<file path="config.mk">
export PLATFORM = sky130hd
export DESIGN_NAME = sseg_capture
export DESIGN_NICKNAME = d
export VERILOG_FILES = /design/src/rtl/sseg_pkg.sv /design/src/rtl/sseg_decode.sv /design/src/rtl/sseg_capture.sv
export SDC_FILE = /design/constraint.sdc
export NUM_CORES = 1
export LEC_CHECK = 0
export ABC_AREA = 1
export BUFFER_PORTS_ARGS = -buffer_cell sky130_fd_sc_hd__buf_2
export CAP_MARGIN = 10
export CORE_UTILIZATION = 30
export DETAILED_ROUTE_END_ITERATION = 16
export GPL_ROUTABILITY_DRIVEN = 0
export GPL_TIMING_DRIVEN = 0
export MAX_ROUTING_LAYER = met4
export PLACE_DENSITY_LB_ADDON = 0.08
export SYNTH_ARGS = -nofsm -noshare
export SYNTH_HDL_FRONTEND = slang
export SYNTH_SLANG_ARGS = --single-unit
export TNS_END_PERCENT = 30
</file>
<file path="constraint.sdc">
create_clock -name clk -period 2.1 [get_ports clk]
set_input_delay 0 -clock clk [delete_from_list [all_inputs] [get_ports clk]]
set_output_delay 0 -clock clk [all_outputs]
set_load 0.02 [all_outputs]
</file>
<file path="src/rtl/sseg_pkg.sv">
// Shared constants for the seven-segment scan capture block: segment codes
// ({g,f,e,d,c,b,a}, active low) and the capture FSM state encoding.
package sseg_pkg;

    localparam logic [6:0] SEG_0     = 7'b1000000;
    localparam logic [6:0] SEG_1     = 7'b1111001;
    localparam logic [6:0] SEG_2     = 7'b0100100;
    localparam logic [6:0] SEG_3     = 7'b0110000;
    localparam logic [6:0] SEG_4     = 7'b0011001;
    localparam logic [6:0] SEG_5     = 7'b0010010;
    localparam logic [6:0] SEG_6     = 7'b0000010;
    localparam logic [6:0] SEG_7     = 7'b1111000;
    localparam logic [6:0] SEG_8     = 7'b0000000;
    localparam logic [6:0] SEG_9     = 7'b0010000;
    localparam logic [6:0] SEG_A     = 7'b0001000;
    localparam logic [6:0] SEG_B     = 7'b0000011;
    localparam logic [6:0] SEG_C     = 7'b1000110;
    localparam logic [6:0] SEG_D     = 7'b0100001;
    localparam logic [6:0] SEG_E     = 7'b0000110;
    localparam logic [6:0] SEG_F     = 7'b0001110;
    localparam logic [6:0] SEG_BLANK = 7'b1111111;

    typedef enum logic [1:0] {
        IDLE   = 2'd0,
        SETTLE = 2'd1,
        HOLD   = 2'd2
    } state_t;

endpackage

</file>
<file path="src/rtl/sseg_decode.sv">
// Combinational lookup from an active-low segment pattern to a hex nibble,
// flagging the all-off pattern and anything that is not a legal glyph.
module sseg_decode
    import sseg_pkg::*;
(
    input  logic [6:0] seg_n,
    output logic [3:0] nibble,
    output logic       is_blank,
    output logic       is_bad
);

    always_comb begin
        nibble   = 4'h0;
        is_blank = 1'b0;
        is_bad   = 1'b0;
        case (seg_n)
            SEG_0:     nibble = 4'h0;
            SEG_1:     nibble = 4'h1;
            SEG_2:     nibble = 4'h2;
            SEG_3:     nibble = 4'h3;
            SEG_4:     nibble = 4'h4;
            SEG_5:     nibble = 4'h5;
            SEG_6:     nibble = 4'h6;
            SEG_7:     nibble = 4'h7;
            SEG_8:     nibble = 4'h8;
            SEG_9:     nibble = 4'h9;
            SEG_A:     nibble = 4'hA;
            SEG_B:     nibble = 4'hB;
            SEG_C:     nibble = 4'hC;
            SEG_D:     nibble = 4'hD;
            SEG_E:     nibble = 4'hE;
            SEG_F:     nibble = 4'hF;
            SEG_BLANK: is_blank = 1'b1;
            default:   is_bad = 1'b1;
        endcase
    end

endmodule

</file>
<file path="src/rtl/sseg_capture.sv">
// Snoops a multiplexed seven-segment display: synchronizes the scan lines,
// waits for them to settle, then latches the decoded digit per position.
module sseg_capture
    import sseg_pkg::*;
#(
    parameter int NUM_DIGITS = 8,
    parameter int STABLE_CYC = 4
) (
    input  logic                    clk,
    input  logic                    rst_n,
    input  logic [NUM_DIGITS-1:0]   an_n,
    input  logic [6:0]              seg_n,
    output logic [4*NUM_DIGITS-1:0] digits,
    output logic [NUM_DIGITS-1:0]   blank,
    output logic [NUM_DIGITS-1:0]   bad,
    output logic                    frame,
    output logic                    scan_err
);

    localparam logic [7:0]            STABLE_LIM = 8'(STABLE_CYC);
    localparam logic [NUM_DIGITS-1:0] ONE        = NUM_DIGITS'(1);

    logic [NUM_DIGITS-1:0]   an_meta_reg, an_sync_reg, an_last_reg;
    logic [6:0]              seg_meta_reg, seg_sync_reg, seg_last_reg;
    state_t                  state_reg, state_next;
    logic [7:0]              cnt_reg, cnt_next;
    logic [NUM_DIGITS-1:0]   seen_reg, seen_next;
    logic [4*NUM_DIGITS-1:0] digits_reg, digits_next;
    logic [NUM_DIGITS-1:0]   blank_reg, blank_next;
    logic [NUM_DIGITS-1:0]   bad_reg, bad_next;
    logic                    frame_reg, scan_err_reg;

    logic                    change, evaluate, one_hot, capture, seen_full;
    logic [NUM_DIGITS-1:0]   sel, cap_mask;
    logic [3:0]              nibble;
    logic                    is_blank, is_bad;

    sseg_decode u_decode (
        .seg_n    (seg_sync_reg),
        .nibble   (nibble),
        .is_blank (is_blank),
        .is_bad   (is_bad)
    );

    // The *_last copies trail the synchronized inputs by one cycle so any
    // difference marks a fresh edge on the scan lines.
    assign change  = (an_sync_reg != an_last_reg) || (seg_sync_reg != seg_last_reg);
    assign sel     = ~an_sync_reg;
    assign one_hot = (sel != '0) && ((sel & (sel - ONE)) == '0);

    always_comb begin
        state_next = state_reg;
        cnt_next   = cnt_reg;
        evaluate   = 1'b0;
        case (state_reg)
            IDLE: begin
                if (change) begin
                    state_next = SETTLE;
                    cnt_next   = 8'd1;
                end
            end
            SETTLE: begin
                if (change) begin
                    cnt_next = 8'd1;
                end else if (cnt_reg >= STABLE_LIM) begin
                    evaluate   = 1'b1;
                    state_next = HOLD;
                end else begin
                    cnt_next = cnt_reg + 8'd1;
                end
            end
            HOLD: begin
                if (change) begin
                    state_next = SETTLE;
                    cnt_next   = 8'd1;
                end
            end
            default: begin
                state_next = IDLE;
                cnt_next   = 8'd0;
            end
        endcase
    end

    assign capture   = evaluate && one_hot;
    assign cap_mask  = capture ? sel : '0;
    assign seen_full = &seen_reg;
    // A capture landing on the clearing cycle still registers as seen.
    assign seen_next = (seen_full ? '0 : seen_reg) | cap_mask;

    for (genvar gi = 0; gi < NUM_DIGITS; gi++) begin : g_pos
        assign digits_next[4*gi +: 4] = cap_mask[gi] ? nibble   : digits_reg[4*gi +: 4];
        assign blank_next[gi]         = cap_mask[gi] ? is_blank : blank_reg[gi];
        assign bad_next[gi]           = cap_mask[gi] ? is_bad   : bad_reg[gi];
    end

    always_ff @(posedge clk or negedge rst_n) begin
        if (!rst_n) begin
            an_meta_reg  <= '1;
            an_sync_reg  <= '1;
            an_last_reg  <= '1;
            seg_meta_reg <= '1;
            seg_sync_reg <= '1;
            seg_last_reg <= '1;
            state_reg    <= IDLE;
            cnt_reg      <= 8'd0;
            seen_reg     <= '0;
            digits_reg   <= '0;
            blank_reg    <= '1;
            bad_reg      <= '0;
            frame_reg    <= 1'b0;
            scan_err_reg <= 1'b0;
        end else begin
            an_meta_reg  <= an_n;
            an_sync_reg  <= an_meta_reg;
            an_last_reg  <= an_sync_reg;
            seg_meta_reg <= seg_n;
            seg_sync_reg <= seg_meta_reg;
            seg_last_reg <= seg_sync_reg;
            state_reg    <= state_next;
            cnt_reg      <= cnt_next;
            seen_reg     <= seen_next;
            digits_reg   <= digits_next;
            blank_reg    <= blank_next;
            bad_reg      <= bad_next;
            frame_reg    <= seen_full;
            scan_err_reg <= evaluate && !one_hot;
        end
    end

    assign digits   = digits_reg;
    assign blank    = blank_reg;
    assign bad      = bad_reg;
    assign frame    = frame_reg;
    assign scan_err = scan_err_reg;

endmodule

</file>
# Yosys cells after proc, flatten, opt, wreduce, memory -nomap -nowiden
# Index checks and enable logic that the tools add are counted.
# op_classes
addsub,2
order_cmp,1
eq_ne,24
n_mux,16
bitwise,3
n_reduce_logical,14
# op_table
operator,n
4-bit case mux with 15 select lines,1
8-bit two-way mux,5
7-bit == test (second input constant),5
7-bit by 5-bit == test with 1-bit output (second input constant),3
7-bit by 6-bit == test with 1-bit output (second input constant),3
17-bit OR reduction,1
8-bit case mux with 2 select lines,1
7-bit by 2-bit == test with 1-bit output (second input constant),2
7-bit by 4-bit == test with 1-bit output (second input constant),2
8-bit by 1-bit adder with 8-bit output (second input constant),1
8-bit bitwise AND,1
8-bit by 3-bit greater-or-equal comparator with 1-bit output (second input constant),1
8-bit logical NOT,1
8-bit != test,1
8-bit NOT,1
8-bit OR,1
8-bit AND reduction,1
8-bit nonzero test,1
8-bit by 1-bit subtractor with 8-bit output (second input constant),1
7-bit by 3-bit == test with 1-bit output (second input constant),1
7-bit logical NOT,1
7-bit != test,1
2-bit two-way mux,3
1-bit two-way mux,5
13 further kinds,16
# totals
reg_bits,113
inputBits,17

# Logic depth before layout (Yosys ltp)
# depth
word_depth,8
mapped_depth,12
depth_no_buf,11

# By module
# Synthesis repeated with hierarchy kept, for this count alone.
# hier_totals
cells_unflattened,538
area_unflattened_um2,4863.4
# by_module_without_submodules
module,n_inst,cells_each,area_per_inst_um2,seq_area_each_um2
sseg_capture,1,461,4509.3,2894.0
sseg_decode,1,77,354.1,0.0

# Worst setup path before layout
# Ideal clock, no wire load.
# synth_timing
path_kind,reg-to-reg
from,reg an_sync_reg[1]
to,reg blank_reg[0] (netlist: blank[0])
setup_time_ns,0.062
t_arrival_ns,1.739
required_ns,2.038
slack_ns,0.299
stages_incl_launch_ff,13
n_path_buf,2
synth_period_minus_slack_ns,1.801
cell_sequence,dfstp_2 -> inv_2 -> nand2_1 -> nand2_1 -> nor2_1 -> nand2_1 -> nor2_4 -> nand4_4 -> nor2_4 -> buf_6 -> buf_6 -> nand3_1 -> nand2_1
# synth_via
elab_chain_len,7
# synth_rtl
item,line,rtl
"start, declared",sseg_capture.sv:23,"logic [NUM_DIGITS-1:0] an_meta_reg, an_sync_reg, an_last_reg;"
"start signal, assigned",sseg_capture.sv:115,an_sync_reg <= an_meta_reg;
8-bit NOT,sseg_capture.sv:48,assign sel = ~an_sync_reg;
8-bit by 1-bit subtractor with 8-bit output,sseg_capture.sv:49,assign one_hot = (sel != '0) && ((sel & (sel - ONE)) == '0);
8-bit bitwise AND,sseg_capture.sv:49,
8-bit logical NOT,sseg_capture.sv:49,
1-bit logical AND,sseg_capture.sv:49,
1-bit logical AND (*),sseg_capture.sv:85,assign capture = evaluate && one_hot;
8-bit two-way mux (*),sseg_capture.sv:86,assign cap_mask = capture ? sel : '0;
"end signal, assigned",sseg_capture.sv:124,blank_reg <= blank_next;
"end, declared",sseg_capture.sv:29,"logic [NUM_DIGITS-1:0] blank_reg, blank_next;"
# Mark *: on every way between the ends. The rest lies on a longest branch, timed or not.
# A chain may end at the register's enable or synchronous reset.

# Final worst setup path
# layout_timing
from,reg an_sync_reg[3]
to,reg digits_reg[7] (netlist: digits[7])
# layout_via
elab_chain_len,7
# layout_rtl
item,line,rtl
8-bit NOT,sseg_capture.sv:48,
8-bit by 1-bit subtractor with 8-bit output,sseg_capture.sv:49,
8-bit bitwise AND,sseg_capture.sv:49,
8-bit logical NOT,sseg_capture.sv:49,
1-bit logical AND,sseg_capture.sv:49,
1-bit logical AND (*),sseg_capture.sv:85,
8-bit two-way mux (*),sseg_capture.sv:86,
"end signal, assigned",sseg_capture.sv:123,digits_reg <= digits_next;
"end, declared",sseg_capture.sv:28,"logic [4*NUM_DIGITS-1:0] digits_reg, digits_next;"
# Marked as above.

==> run metrics <==
Hold Vio Cnt, Final 0; M3 GR Usage 0.0456; Worst slew margin 0.634; max reg flops 32; Crit Path Class flip-flop to flip-flop; Area contributors post-synth dfrtp_1 (32%), dfstp_2 (30%), nand2_1 (15%), nand3_1 (8.5%), inv_1 (2.8%); max-capacitance violation count 0; Max Transition Viols Final 0; root buffer cell clkbuf_16; PortBufs 66; CTS tree done; Slowest Stage Delay on Critical Path 0.59 ns; Final TNS setup 0 ns; Synth area leader dfrtp_1; pwr dens 828 mW/mm^2; sequential element share of the synthesized area 0.623; die height 126 um; gr ovfl total 0; largest net degree at the start of global routing 81; CP max stage cell dfstp_2; die area 0.0160 sq mm; CP cell instances clkinv_4 -> nand2_2 -> nand2_2 -> nor2_2 -> nand2_2 -> nor2_4 -> nand4_4 -> nor2_4 -> buf_8 -> clkbuf_16 -> nand3_1 -> nand2_1; Final Power 5.50 mW; worst reg-to-reg setup slack 0.09 ns; M1 GR Usage 0.204; Syn. warnings 0; Cells after Synth 504; crit share post-route 0.958; Worst setup SP type flip-flop; synthesized area 0.00465 sq mm; Post-DP Area 0.00526 sq mm; worst-path maximum fanout 7; Syn Nets 523; Worst Path Buf+Inv 3; Ports 67; Leak Pwr 3.35 nW; initial antenna violation count 0; final net count 659; vias 3886; DRC viols 0; fraction of layout instances using a drive strength above 1 0.374; clk slew on worst S/H paths 0.06 ns; WP data required 2.46 ns; 1st-iter DRT viols 296; core area 0.0151 sq mm; Sequential Area 0.00289 sq mm; area delta synth->final 42.8%; final instance area 0.00664 sq mm; DRT antenna net count 0; WP depth 12; Clk Latency, worst-skew pair 0.42 ns; Achievable Freq 497 MHz; drt pass-1 iters 5; GR met2 Demand/Resource 0.248; outcome finished, final reports clean; Worst Setup End Kind flip-flop; worst vdd ir 585 uV; worst-margin pin slew 0.545 ns; worst min path class input pin to async pin; reg2reg end digits[7]; post-synth top area share 0.323; R2R depth 12; hpwl dp 7750 um; post-route clock skew 0.0112 ns; fill count 1457; vias in the first global route 3644; Initial Utilization 0.307; ANT cells 0; Mapped Avg Cell Area 9.22 sq um; vias per cell 4.62; total clock sinks 113; Worst EP arrival 2.37 ns; fin crit period 2.01 ns; worst r2r src an_sync_reg[3]; most frequent cells in the layout nand2_1 (175), buf_2 (65), nand3_1 (60), dfrtp_1 (60), dfstp_2 (53); row cnt 45; htree depth 4; gr busiest metal met2; flops & latches, synth 113; Hold WS 0.0479 ns; synth unique cells 28; Multi-input gate area 0.00173 sq mm; final wirelength 11900 um; Clock Path Buffers 2; commonest non-fill, non-tap cell in the layout nand2_1; drt wl/cell 14.1 um; CP most frequent cell nand2_2; first-pass GRT wire length 18900 um; Largest delay share family, worst path simple AND/OR/NAND/NOR gates; Inserted Clock Buffers 17; gr usage total 0.163; Final setup viols 0; Die W 126 um; RSZ-0062 raised after global routing true
## layout make-up
cell class	count	area share
Clock buffer	22	0.0715
Sequential cell	113	0.436
Timing Repair Buffer	117	0.131
Multi-Input combinational cell	337	0.261
Tap cell	188	0.0354
Buffer	6	0.0115
Clock inverter	10	0.0200
Inverter	48	0.0332
## where the power goes
part / internal (mW) / switching (mW)
sequential: 2.26 / 0.0378
combinational: 0.102 / 0.165
clock: 1.95 / 0.981
## worst max path at each step
stage	startpoint	to	slack, ns
6_report	an_sync_reg[3]	digits[7]	0.09
5_1_grt	an_sync_reg[2]	blank[4]	-0.05
4_1_cts	an_sync_reg[4]	digits[29]	0.004
3_5_place_dp	an_sync_reg[3]	digits[26]	-0.25
3_3_place_gp	seg_sync_reg[6]	blank[6]	-0.40
2_1_floorplan	an_sync_reg[1]	blank[0]	0.30
## cells by family after synthesis
| group | synth area share |
|---|---|
| flip-flops | 0.623 |
| AO/OA/AOI/OAI | 0.0269 |
| buffers and inverters | 0.0493 |
| adder cells (fa/ha/maj) | 0.00538 |
| AND/OR/NAND/NOR | 0.290 |
| XOR/XNOR | 0.00565 |
## stage by stage
stage          setup slack, ns   util  cells
6_report                0.0876  0.438    841
5_1_grt                -0.0533  0.438    841
4_1_cts                0.00361  0.411    818
3_5_place_dp            -0.246  0.347    760
3_3_place_gp            -0.398  0.344    758
2_1_floorplan            0.299      -    504
## synthesized netlist by cell type
cell type / count
a31oi_1: 1
nand4_4: 1
dfstp_2: 53
nand2_1: 181
xor2_1: 2
o22ai_1: 1
inv_1: 35
nor3_1: 7
nand4_1: 6
buf_6: 3
o21a_1: 1
xnor2_1: 1
o31ai_1: 1
buf_2: 3
nor2_1: 27
o21ai_0: 9
ha_1: 2
nand3b_1: 2
clkinv_1: 1
inv_2: 12
nor4_1: 2
o211a_1: 1
nand3_1: 79
dfrtp_1: 60
nor2_4: 4
a21oi_1: 7
or2_2: 1
o211ai_1: 1
## layer usage
layer | share of wire | vias up
met5 | 0 | -
met4 | 0.013 | 0
met3 | 0.050 | 13
met2 | 0.47 | 94
met1 | 0.46 | 1870
li1 | - | 1909
## what timing repair did
| action | 4_1_cts | 5_1_grt |
|---|---|---|
| hold buffers | 16 | 0 |
| pin swaps | 7 | 34 |
| hold endpoints to repair | 103 | 0 |
| endpoints found under the setup margin | 56 | 63 |
| gates resized for setup | 26 | 54 |
| cloned | 0 | 2 |
| setup buffers | 10 | 21 |
Power figures use the tool's default switching activity.
